### src/rtl/ok_reg_bridge_pkg.sv
// Shared types and constants for the FrontPanel register bridge.
// Optional transaction counter is enabled with OK_REG_BRIDGE_TXN_COUNT_EN.
package ok_reg_bridge_pkg;

    typedef enum logic [1:0] {
        IDLE = 2'd0,
        REQ  = 2'd1,
        DONE = 2'd2
    } state_t;

    localparam int STAT_BUSY    = 0;
    localparam int STAT_TMO     = 1;
    localparam int STAT_OVR     = 2;
    localparam int STAT_CNT_LSB = 8;

    localparam logic [15:0] ERR_DATA_DEFAULT = 16'hDEAD;

    // Counter only has to hold TIMEOUT_CYC-1, so log2 of the cycle count suffices.
    function automatic int tmoWidth(input int cyc);
        return (cyc <= 2) ? 1 : $clog2(cyc);
    endfunction

endpackage

### src/rtl/ok_reg_bridge_tmo.sv
// Loadable down-counter with a terminal-count flag, used as the bus timeout.
module ok_reg_bridge_tmo #(
    parameter int W        = 8,
    parameter int LOAD_VAL = 254
) (
    input  logic clk_i,
    input  logic reset_i,
    input  logic load_i,
    input  logic dec_i,
    output logic tc_o
);

    localparam logic [W-1:0] LOAD_V = W'(LOAD_VAL);

    logic [W-1:0] cnt_q;
    logic [W-1:0] cnt_d;

    always_comb begin
        cnt_d = cnt_q;
        if (load_i) begin
            cnt_d = LOAD_V;
        end else if (dec_i && (cnt_q != '0)) begin
            cnt_d = cnt_q - W'(1);
        end
    end

    always_ff @(posedge clk_i) begin
        if (reset_i) begin
            cnt_q <= '0;
        end else begin
            cnt_q <= cnt_d;
        end
    end

    assign tc_o = (cnt_q == '0);

endmodule

### src/rtl/ok_reg_bridge.sv
// Runs one host-triggered register transaction on a req/ack bus and reports the result.
// Define OK_REG_BRIDGE_TXN_COUNT_EN to expose a completed-transaction count in rsp_status[15:8].
module ok_reg_bridge
    import ok_reg_bridge_pkg::*;
#(
    parameter int          ADDR_W      = 8,
    parameter int          TIMEOUT_CYC = 255,
    parameter logic [15:0] ERR_DATA    = ERR_DATA_DEFAULT
) (
    input  logic              ti_clk,
    input  logic              reset,
    input  logic              cmd_start,
    input  logic              cmd_write,
    input  logic [ADDR_W-1:0] cmd_addr,
    input  logic [15:0]       cmd_wdata,
    output logic [15:0]       rsp_rdata,
    output logic [15:0]       rsp_status,
    output logic              rsp_done,
    output logic              bus_req,
    output logic              bus_we,
    output logic [ADDR_W-1:0] bus_addr,
    output logic [15:0]       bus_wdata,
    input  logic              bus_ack,
    input  logic [15:0]       bus_rdata
);

    localparam int TMO_W = tmoWidth(TIMEOUT_CYC);

    state_t state_q;
    state_t state_d;

    logic              we_q,    we_d;
    logic [ADDR_W-1:0] addr_q,  addr_d;
    logic [15:0]       wdata_q, wdata_d;
    logic [15:0]       rdata_q, rdata_d;
    logic              tmo_q,   tmo_d;
    logic              ovr_q,   ovr_d;

    logic       accept;
    logic       tmoTc;
    logic       busy;
    logic [7:0] cntField;

    assign accept = cmd_start && (state_q == IDLE);

    ok_reg_bridge_tmo #(
        .W        (TMO_W),
        .LOAD_VAL (TIMEOUT_CYC - 1)
    ) u_tmo (
        .clk_i   (ti_clk),
        .reset_i (reset),
        .load_i  (accept),
        .dec_i   ((state_q == REQ) && !bus_ack),
        .tc_o    (tmoTc)
    );

    always_ff @(posedge ti_clk) begin
        if (reset) begin
            state_q <= IDLE;
        end else begin
            state_q <= state_d;
        end
    end

    always_comb begin
        state_d = state_q;
        case (state_q)
            IDLE:    if (cmd_start) state_d = REQ;
            REQ:     if (bus_ack || tmoTc) state_d = DONE;
            DONE:    state_d = IDLE;
            default: state_d = IDLE;
        endcase
    end

    always_comb begin
        bus_req  = (state_q == REQ);
        rsp_done = (state_q == DONE);
        busy     = (state_q != IDLE);
    end

    // An ack in the terminal-count cycle wins over the timeout.
    always_comb begin
        we_d    = we_q;
        addr_d  = addr_q;
        wdata_d = wdata_q;
        rdata_d = rdata_q;
        tmo_d   = tmo_q;
        ovr_d   = ovr_q;
        if (accept) begin
            we_d    = cmd_write;
            addr_d  = cmd_addr;
            wdata_d = cmd_wdata;
            ovr_d   = 1'b0;
        end else if (cmd_start) begin
            ovr_d = 1'b1;
        end
        if (state_q == REQ) begin
            if (bus_ack) begin
                if (!we_q) rdata_d = bus_rdata;
                tmo_d = 1'b0;
            end else if (tmoTc) begin
                rdata_d = ERR_DATA;
                tmo_d   = 1'b1;
            end
        end
    end

    always_ff @(posedge ti_clk) begin
        if (reset) begin
            we_q    <= 1'b0;
            addr_q  <= '0;
            wdata_q <= '0;
            rdata_q <= '0;
            tmo_q   <= 1'b0;
            ovr_q   <= 1'b0;
        end else begin
            we_q    <= we_d;
            addr_q  <= addr_d;
            wdata_q <= wdata_d;
            rdata_q <= rdata_d;
            tmo_q   <= tmo_d;
            ovr_q   <= ovr_d;
        end
    end

`ifdef OK_REG_BRIDGE_TXN_COUNT_EN
    logic [7:0] txnCnt_q;

    always_ff @(posedge ti_clk) begin
        if (reset) begin
            txnCnt_q <= 8'd0;
        end else if (state_q == DONE) begin
            txnCnt_q <= txnCnt_q + 8'd1;
        end
    end

    assign cntField = txnCnt_q;
`else
    assign cntField = 8'd0;
`endif

    always_comb begin
        rsp_status                      = '0;
        rsp_status[STAT_BUSY]           = busy;
        rsp_status[STAT_TMO]            = tmo_q;
        rsp_status[STAT_OVR]            = ovr_q;
        rsp_status[STAT_CNT_LSB +: 8]   = cntField;
    end

    assign bus_we    = we_q;
    assign bus_addr  = addr_q;
    assign bus_wdata = wdata_q;
    assign rsp_rdata = rdata_q;

endmodule

### config.mk
export PLATFORM = sky130hd
export DESIGN_NAME = ok_reg_bridge
export DESIGN_NICKNAME = d
export VERILOG_FILES = /design/src/rtl/ok_reg_bridge_pkg.sv /design/src/rtl/ok_reg_bridge_tmo.sv /design/src/rtl/ok_reg_bridge.sv
export SDC_FILE = /design/constraint.sdc
export NUM_CORES = 1
export LEC_CHECK = 0
export CAP_MARGIN = 0
export CELL_PAD_IN_SITES_DETAIL_PLACEMENT = 0
export CELL_PAD_IN_SITES_GLOBAL_PLACEMENT = 1
export CORE_UTILIZATION = 29
export CTS_CLUSTER_SIZE = 8
export DETAILED_ROUTE_END_ITERATION = 7
export PLACE_DENSITY = 0.85
export REMOVE_ABC_BUFFERS = 1
export SLEW_MARGIN = 30
export SYNTH_ARGS = -nofsm -noshare
export SYNTH_HDL_FRONTEND = slang
export SYNTH_SLANG_ARGS = --single-unit
### constraint.sdc
create_clock -name ti_clk -period 1.72 [get_ports ti_clk]
set_input_delay 0.344 -clock ti_clk [delete_from_list [all_inputs] [get_ports ti_clk]]
set_output_delay 0.344 -clock ti_clk [all_outputs]
set_load 0.03 [all_outputs]
**Word level (Yosys, flattened, before mapping)**

Index checks and enable logic that the tools add are counted.

- Eq/ne operators: 5
- Add/sub/neg operators: 1
- Mux-type cells: 10
- Reductions and logical operators: 15

Operators by type and width:

| kind | count |
|---|---|
| $mux W16 | 3 |
| $mux W8 | 2 |
| $logic_not A8 Y1 | 1 |
| $reduce_bool A8 Y1 | 1 |
| $sub A8 B1 Y8 const B | 1 |
| $reduce_bool A2 Y1 | 3 |
| $mux W2 | 2 |
| $ne A2 B2 Y1 const B | 2 |
| $pmux W2 S2 | 1 |
| $reduce_and A2 Y1 | 2 |
| $logic_and A1 B1 Y1 | 3 |
| $reduce_and A3 Y1 | 1 |
| $eq A2 B1 Y1 const B | 1 |
| $eq A2 B2 Y1 const B | 1 |
| $logic_not A2 Y1 | 1 |
| $mux W1 | 2 |
| $ne A2 B1 Y1 const B | 1 |
| $reduce_or A2 Y1 | 1 |
| $logic_not A1 Y1 | 1 |
| $logic_or A1 B1 Y1 | 1 |

- Bits in registers: 53
- Logic and storage cells: 40
- Output and inout port bits: 59
- Input bits: 45

**Logic depth before layout (Yosys ltp)**

- Word-level depth: 5
- Gate-level depth with buffers: 7
- Gate-level depth less buffers: 6

**Modules after synthesis**

A second synthesis with hierarchy kept.

- Cells, all modules: 242
- Area total of the unflattened synthesis: 2494.9 um2

By module, submodules not included:

| module | cells each | times used | sequential area each (um2) | area an instance (um2) |
|---|---|---|---|---|
| ok_reg_bridge | 193 | 1 | 900.9 | 2042.0 |
| ok_reg_bridge_tmo | 49 | 1 | 160.2 | 452.9 |

**Worst setup path after synthesis**

No wires, ideal clock.

- Path type: register to register
- Start: register u_tmo.cnt_q[0]
- End: register u_tmo.cnt_q[2]
- Buffers on the path: 0
- Period minus slack after synthesis: 1.549 ns
- Setup time: 0.137 ns
- Required time: 1.583 ns
- Arrival: 1.412 ns
- Setup slack: 0.171 ns
- Cell stages (with the launch flop): 7
- Cells stage by stage: dfxtp_1 inv_1 ha_1 nor3b_2 a21boi_2 a211oi_1 a311oi_1

- Cells in the longest elaborated chain, start to end: 3
- Elaborated cells between the ends (all ways): 6
- Those cells by class: add/sub: 1; mux: 2; reduce/logical: 3

Ends and longest elaborated chain:

| item | line | text |
|---|---|---|
| start, declared | ok_reg_bridge_tmo.sv:15 | `logic [W-1:0] cnt_q;` |
| start signal, assigned | ok_reg_bridge_tmo.sv:31 | `cnt_q <= cnt_d;` |
| $sub A8 B1 Y8 / $reduce_bool A8 Y1 (equally long branches) | ok_reg_bridge_tmo.sv:23, ok_reg_bridge_tmo.sv:22 |  |
| $mux W8 / $logic_and A1 B1 Y1 (equally long branches) | ok_reg_bridge_tmo.sv:22 | `end else if (dec_i && (cnt_q != '0)) begin` |
| $mux W8 / $reduce_bool A2 Y1 (equally long branches) | -- |  |

Several ways; a longest one is shown, not always the timed one. The select of a mux whose other input is x is not followed.
A chain may end at the register's enable or synchronous reset.

**Worst setup path in the final report**

- Start: register rdata_q[7], in the netlist rsp_rdata[7]
- End: output rsp_rdata[7]

RTL lines:

| item | line | text |
|---|---|---|
| start, declared | ok_reg_bridge.sv:35 | `logic [15:0] rdata_q, rdata_d;` |
| start signal, assigned | ok_reg_bridge.sv:120 | `rdata_q <= rdata_d;` |
| end, declared | ok_reg_bridge.sv:16 | `output logic [15:0] rsp_rdata,` |

No word-level cell between the ends.

==> results.txt <==
----------------------------------------------------
[Run status]
  Status ... finished clean

[Route]
  Number of nets still failing antenna checks after routing ... 0
  Final Routed Wirelength ... 5500 µm
  Residual DRC count ... 0
  Routed wire length per instance ... 12.11 µm
  Iteration-0 DRC count of the detailed router ... 92
  Vias after detailed routing ... 2,025
  Number of search-and-repair iterations in the first detailed-routing pass ... 4
  Vias per cell ... 4.460

[STA]
  Max-slew violation count ... 0
  Count of endpoints failing hold in the final timing report ... 0
  Setup repair after global routing missed its margin ... yes
  Crit share post-route ... 97.64%
  Tmin final ... 1.679 ns
  Worst slew slack as a fraction of its limit ... 65.22%
  Final setup violation count ... 0
  Final worst slack ... 0.04061 ns
  Fmax ... 0.5955 GHz
  Transition time of the tightest slew-check pin ... 0.5178 ns
  Worst Clk Skew ... 0.003763 ns

[Global route]
  Maximum number of pins on one net before global-route repair ... 54
  Total gr overflow ... 0
  Vias in the first global route ... 1,764
  Global-route wire length before repair ... 8252 µm
  Overall global routing resource usage ... 13.35%
  Number of antenna violations at the first check in global routing ... 0

[Worst setup path]
  End of the worst register-to-register path ... rsp_rdata[0]
  Max FO, Critical Path ... 2
  Worst Setup SP ... rsp_rdata[7]
  Delay-heaviest family, CP ... buffers and inverters
  Number of buffers and inverters on the critical path ... 1
  Arrival time reported for the critical path endpoint ... 1.34 ns
  Type of element launching the critical path ... register
  Number of cell instances on the worst register-to-register path ... 4
  Start of the worst register-to-register path ... u_tmo.cnt_q[2]
  Worst setup path category ... reg -> out
  Cells along the critical path ... clkdlybuf4s50_1
  Critical Path Slowest Stage Cell ... clkdlybuf4s50_1
  Required arrival time at the worst endpoint ... 1.38 ns
  Crit path capture type ... primary output
  Worst-case register-to-register setup slack ... 0.07 ns
  Crit-path max cell delay ... 0.68 ns

[Clock network]
  CTS tree ... yes
  Clk Latency, worst-skew pair ... 0.31 ns
  Register clock-pin slew on the reported worst setup and hold paths ... 0.10 ns
  CTS HTree Levels ... 2
  Total CTS buffers ... 5
  Number of buffers between clock root and the deepest sink ... 2
  CTS root buf ... clkbuf_8
  Number of hold buffers added after cts ... 0
  Number of setup buffers added after CTS ... 0
  TritonCTS sink count ... 53

[Pwr]
  Max IR drop VDD ... 0.4125 mV
  Leakage ... 1.554 nW
  Total Power ... 2.826 mW
  Pwr per Cell Area ... 836.2 mW/mm²

[Die]
  Starting density of the core ... 30.20%
  Core area ... 0.007292 mm²
  Die X-Extent ... 89.14 µm
  Number of top-level pins ... 104
  Die Footprint ... 0.007946 mm²
  Number of placement rows ... 31
  Die height ... 89.14 µm

[Logic synthesis]
  Share of synthesized area occupied by flip-flops and latches ... 48.18%
  Number of synthesized register bits ... 53
  Average cell area after synthesis ... 8.405 µm²
  Predominant post-synthesis flop cell ... dfxtp_1
  Post-synth top cells ... nand2_1 (57), dfxtp_1 (53), a21oi_1 (32)
  Cell taking the most area after synthesis ... dfxtp_1
  Number of enable-type register cells in the synthesized netlist ... 0
  Most numerous cell in the Yosys netlist ... nand2_1
  Fraction of synthesis flops using an asynchronous set or reset pin ... 0%
  Proportion of netlist area held by the largest area contributor ... 48.18%
  Post-synthesis cell area ... 0.002202 mm²
  Number of distinct library cell variants in the gate-level netlist after synthesis ... 35
  Yosys warning total ... 0
  Post-Syn Instances ... 262
  Top post-synthesis cells by area ... dfxtp_1 (48%), nand2_1 (9.7%), a21oi_1 (7.3%)

[Job]
  Maximum capacitance violations ... 0

[Worst hold path]
  Worst min-delay path category ... reg -> reg
  Worst hold path cell count ... 2
  Endpoint with the worst hold slack ... bus_wdata[14]
  Worst Hold Launch ... bus_wdata[14]

[Cells and area]
  Fraction of layout instances using a drive strength above 1 ... 11.83%
  # diodes ... 0
  Area taken by flip-flops and latches ... 0.001061 mm²
  Number of nets in the layout ... 401
  Area occupied by multi-input gates ... 0.001032 mm²
  Area added between synthesis and finish ... 53.47%
  Fill cell instance count of the final layout ... 708

[Place]
  GPL Wtd Cong ... 0.7245
  Dpl ws ... -0.1549 ns
  HPWL after DPL ... 3797 µm
  Count of port buffers added during placement ... 90

----------------------------------------------------
[cell type report]
type	instances	area share [%]
Multi-Input combinational cell	185	30.54
Timing Repair Buffer	104	31.28
Sequential cell	53	31.40
Tap cell	99	3.665
Inverter	5	0.5554
Clock inverter	3	0.5183
Clock buffer	5	2.036
[sequential cells by signal (all words and copies together) (netlist names)]
name and flops:
state_q 2, ovr_q 1, bus_wdata 16, tmo_q 1, bus_we 1, rsp_rdata 16
bus_addr 8, u_tmo.cnt_q 8
[cell usage in the layout, fill, tap and decap left out, types with 2 or more instances in the layout]
master,count
clkdlybuf4s50_1,66
nand2_1,57
dfxtp_1,53
a21oi_1,32
dlymetal6s2s_1,19
nor3_1,16
nor2_1,15
conb_1,13
buf_4,12
o21a_1,11
clkbuf_8,5
inv_1,3
o21ai_0,3
a31oi_1,3
a211oi_1,3
inv_2,2
or2b_1,2
nor2_4,2
o21ai_1,2
a311oi_2,2
a211oi_2,2
clkinv_2,2
buf_2,2
clkbuf_2,2
buf_12,2
[worst max path at each step]
stage / end / slack [ns] / cells after the start
floorplan: u_tmo.cnt_q[2] / 0.16 / 6
detailed placement: u_tmo.cnt_q[5] / -0.15 / 5
global placement: u_tmo.cnt_q[1] / -0.08 / 6
global route: rsp_rdata[0] / -0.03 / 6
CTS: rsp_rdata[12] / 0.01 / 1
finish: rsp_rdata[7] / 0.04 / 1
[worst register-to-register path: stages, from the launching register on]
cell and delay, ns:
dfxtp_1 0.41, nor4_4 0.56, a31oi_4 0.25, nor2_4 0.24
o21a_1 0.14
[routing by layer]
layer	wire, µm	global-route usage (%)
met5	0	0
met4	31	2.597
met3	258	3.693
met2	2757	22.69
met1	2452	17.02
[logic make-up after synthesis]
family	share of synthesized area [%]
xor+xnor	0.7956
buf+inv	9.603
compound gates	17.73
simple gates	22.39
fa+ha+maj	1.136
flops	48.18
other cells	0.1703
[metrics by stage]
step	utilization (%)	hold slack [ns]	TNS (ns)	instances	cell area, µm²
after CTS	45.21	0.4614	0	453	3297
final	46.35	0.4566	0	454	3379
after global placement	43.94	0.4417	-0.4075	445	3204
after detailed placement	43.94	0.4474	-1.564	445	3204
after floorplan	-	0.4131	0	242	2054
after global routing	46.35	0.4735	-0.1333	454	3379
[power by group]
group / internal (mW) / switching (mW)
clock network: 0.282 / 0.424
registers: 1.31 / 0.0625
logic: 0.332 / 0.415
[repair_timing]
| action | CTS | global route |
|---|---|---|
| resized for setup | 8 | 37 |
| cloned | 0 | 1 |
| pin swaps | 0 | 2 |
| setup endpoints to repair | 16 | 40 |
(Power assumes the default switching activity.)
